--- config.mk ---
export PLATFORM = sky130hd
export DESIGN_NAME = codificador_letreiro
export DESIGN_NICKNAME = d
export VERILOG_FILES = /design/src/rtl/codificador_letreiro.sv
export SDC_FILE = /design/constraint.sdc
export NUM_CORES = 1
export LEC_CHECK = 0
export BUFFER_PORTS_ARGS = -buffer_cell sky130_fd_sc_hd__buf_2
export CAP_MARGIN = 20
export CORE_UTILIZATION = 55
export DETAILED_ROUTE_END_ITERATION = 8
export PLACE_DENSITY = 0.76
export SLEW_MARGIN = 20
export SYNTH_ARGS = -nofsm -noshare
export SYNTH_HDL_FRONTEND = slang
export SYNTH_SLANG_ARGS = --single-unit
--- constraint.sdc ---
create_clock -name clk -period 3.65 [get_ports clk]
set_clock_uncertainty 0.1 [all_clocks]
set_input_delay 0.365 -clock clk [delete_from_list [all_inputs] [get_ports clk]]
set_output_delay 0.365 -clock clk [all_outputs]
set_load 0.05 [all_outputs]
--- src/rtl/codificador_letreiro.sv ---
// codificador_letreiro: scrolls the 8-symbol message "gabriel " across four displays, automatically or by manual step
module codificador_letreiro #(
  parameter int DIV_MAX = 49_999_999
) (
  input  logic       clk,
  input  logic       reset,
  input  logic       enable,
  input  logic       direcao,
  input  logic       passo,
  output logic [2:0] codigo3,
  output logic [2:0] codigo2,
  output logic [2:0] codigo1,
  output logic [2:0] codigo0,
  output logic [2:0] posicao,
  output logic       avanco,
  output logic       ciclo_completo
);
  localparam logic [25:0] TC = 26'(DIV_MAX);
  localparam logic [2:0] MSG [8] = '{3'd6, 3'd7, 3'd0, 3'd1, 3'd2, 3'd3, 3'd4, 3'd5};
  logic [25:0] cnt_q, cnt_d;
  logic [2:0]  pos_q, pos_d;
  logic        passo_q, passo_d, arm_q, avanco_q, avanco_d, ciclo_q, ciclo_d;
  logic        tc, step;
  // arm_q blocks the first post-reset cycle so a passo held through reset cannot step
  always_comb begin
    tc       = enable && cnt_q == TC;
    step     = !enable && passo && !passo_q && arm_q;
    avanco_d = tc || step;
    cnt_d    = enable ? (tc ? '0 : cnt_q + 26'd1) : cnt_q;
    pos_d    = avanco_d ? (direcao ? pos_q - 3'd1 : pos_q + 3'd1) : pos_q;
    passo_d  = passo;
    ciclo_d  = avanco_d && (direcao ? pos_q == 3'd0 : pos_q == 3'd7);
  end
  always_ff @(posedge clk) begin
    if (reset) begin
      cnt_q    <= '0;
      pos_q    <= '0;
      passo_q  <= 1'b0;
      arm_q    <= 1'b0;
      avanco_q <= 1'b0;
      ciclo_q  <= 1'b0;
    end else begin
      cnt_q    <= cnt_d;
      pos_q    <= pos_d;
      passo_q  <= passo_d;
      arm_q    <= 1'b1;
      avanco_q <= avanco_d;
      ciclo_q  <= ciclo_d;
    end
  end
  assign codigo3        = MSG[pos_q];
  assign codigo2        = MSG[pos_q + 3'd1];
  assign codigo1        = MSG[pos_q + 3'd2];
  assign codigo0        = MSG[pos_q + 3'd3];
  assign posicao        = pos_q;
  assign avanco         = avanco_q;
  assign ciclo_completo = ciclo_q;
endmodule

==> reports/qor.yml <==
global_routing:
  track_usage: 0.214
  grt_pass1_wl_um: 5460
  grt_max_degree: 21
  overflow: 0
  first_global_vias: 1284
  antenna_found_initial: 0
pwr:
  power_leakage_nw: 0.670
  power.density_mw_per_mm2: 365
  vdd_drop_max_mv: 0.205
  finalPower_mw: 0.675
clock_tree:
  cts_tree: "yes"
  cts_inserted_buffers: 5
  path_clk_slew_ns: 0.09
  htree_num_levels: 2
  clk-insertion-delay-late_ns: 0.33
  cts_sinks: 33
  clockRootBuffer: "clkbuf_4"
  clockBufferDepth: 2
  postCtsSetupBuffers: 0
  cts_resized: 0
  holdBufCountCts: 0
placed_design:
  port-buffer-count: 21
  gp_congestion: 0.780
  dp_hpwl_um: 2400
  pre_cts_ws_ns: 1.47
timing:
  fmax_mhz: 422
  max-slew-margin-rel: 0.686
  fin_ws_ns: 1.28
  holdWs_ns: 0.175
  finalSetupViolations: 0
  rsz0062_at_grt: "no"
  period_needed_ns: 2.37
  final_min_period_over_clock_period: 0.650
  finalSetupTns_ns: 0
  tightestPinTransition_ns: 0.470
  drv_slew: 0
  hold_viol_final: 0
yosys:
  synth-xor-area-share: 0.0819
  synth_warnings: 0
  synthCells: 198
  synth.cell_area_mm2: 0.00171
  synth_fp_nets: 210
  ys_types: 35
  synthMuxAreaShare: 0.0249
  async_reset_ff_frac: 0
  syn-mean-instance-area_um2: 8.64
  ys.flop_type: "dfxtp_1"
  synth_fa_ha_area_frac: 0.0512
  yosys-top-cells-area: "dfxtp_1 (39%), ha_1 (5.1%), xnor2_1 (4.1%)"
  yosysTopAreaCell: "dfxtp_1"
  synth-compound-area-share: 0.121
  seq_area_frac_synth: 0.386
  ys_ff_latch: 33
  synth-simple-area-share: 0.276
  synth_top_family_by_area: "simple AND/OR/NAND/NOR gates"
  yosysTopAreaCellShare: 0.386
  synth_edf_count: 0
setup_path:
  crit_arrival_ns: 1.91
  startpoint: "posicao[0]$_SDFFE_PP0P_"
  critical_path.startpoint_type: "flip-flop"
  crit_fanout: 6
  reg2reg_from: "cnt_q[0]$_SDFFE_PP0P_"
  reg2reg_depth: 5
  critPathKind: "reg -> out"
  crit_required_ns: 3.18
  worst_setup_path_end_kind: "output pin"
cells_and_area:
  multiInputGateArea_um2: 948
  seq_area_um2: 661
  area_growth_pct: 8.12
  fillers: 234
  n_antenna_cell: 0
  layout-drive-gt1-share: 0.168
  finalNetCount: 226
routing:
  num_vias: 1438
  vias_per_cell: 5.87
  ant_nets: 0
  highest_layer: "met4"
  met2_length_um: 1550
  met3_length_um: 128
  wl_per_cell_um: 13.4
  drtPass1Iterations: 4
  wirelength_um: 3280
  route.detailed.drc: 0
  wl_met1_um: 1530
  drt_iter0_markers: 40
hold_path:
  hp-class: "in -> reg"
  hp-start: "passo"
  hold-path-cell-count: 2
die:
  die_area_mm2: 0.00334
  initial_core_util: 0.600
  fp.dieW_um: 57.8
  io_pins: 22
  core_area_mm2: 0.00285
  chipHeight_um: 57.8
  row_count: 19
outcome:
  run_status: "finished clean"
job:
  maxCapViolations: 0
path summary, 6_finish.rpt:
kind                             to  slack (ns)
min              passo_q$_SDFF_PP0_        0.18
max reg2reg  cnt_q[22]$_SDFFE_PP0P_        1.42
max                      codigo0[2]        1.28
min reg2reg  cnt_q[25]$_SDFFE_PP0P_        0.39
per-layer routing:
metal | vias to the layer above | track usage
met3 | 11 | 0.0692
met4 | 0 | 0.105
met2 | 29 | 0.346
met1 | 664 | 0.259
met5 | - | 0
li1 | 734 | -
worst max-delay path, stage by stage, from the launching register on:
cell and delay (ns):
dfxtp_1 0.41, inv_1 0.12, ha_1 0.39, xnor2_1 0.22, xnor2_1 0.14, buf_2 0.28
final cells by class:
class	instances	area share
clock buffer	7	0.0298
inverter	9	0.0183
multi-input combinational	143	0.513
sequential	33	0.357
tap	31	0.0210
timing repair buffer	22	0.0609
registers in the layout (all words and copies together), names as in the netlist:
name            count
cnt_q              26
passo_q             1
arm_q               1
avanco              1
posicao             3
ciclo_completo      1
logic make-up after synthesis:
| kind of cell | Yosys count |
|---|---|
| fa+ha+maj | 7 |
| xor+xnor | 16 |
| buf+inv | 22 |
| flops | 33 |
| mux | 4 |
| simple gates | 82 |
| compound gates | 34 |
cells in the mapped netlist (3+ instances only):
master / count
nor3_1: 5
clkbuf_1: 6
nand2_1: 9
nand4_1: 6
xnor2_1: 8
dfxtp_1: 33
a21oi_1: 13
xor2_1: 8
and3_1: 3
o21ai_0: 7
or4_1: 8
o31ai_1: 7
nor2_1: 16
nor2b_1: 4
ha_1: 7
inv_1: 9
buf_4: 4
or3_1: 4
o211ai_1: 3
or2_2: 3
and4_1: 5
nand3_1: 11
cell usage in the layout, fill, tap and decap left out, types with 2 or more instances in the layout:
cell type / n
buf_2: 21
nand4_1: 6
nand2_1: 9
xnor2_1: 8
o31ai_1: 7
o211ai_1: 3
or3_1: 4
nor4b_1: 2
or4_1: 8
and4_1: 5
o21ai_0: 6
inv_1: 9
mux2_2: 2
nor2b_1: 4
nand3_1: 11
nor3_1: 5
dfxtp_1: 33
a21oi_1: 13
and3_1: 3
xor2_1: 8
ha_1: 7
a31oi_1: 2
nand2b_1: 2
nor2_1: 16
mux2i_1: 2
clkbuf_4: 5
or2_2: 3
per-stage QoR:
step	instances	cell area, um^2	utilization
2_1_floorplan	198	1710	-
6_report	245	1850	0.648
5_1_grt	245	1850	0.648
3_3_place_gp	238	1790	0.629
4_1_cts	245	1850	0.648
3_5_place_dp	238	1790	0.629
where the power goes:
part / switching [mW] / internal, mW / total, mW
Clock: 0.113 / 0.0908 / 0.203
Sequential: 0.00351 / 0.364 / 0.368
Combinational: 0.0756 / 0.0277 / 0.103
Total: 0.192 / 0.483 / 0.675
(Power assumes the default switching activity.)
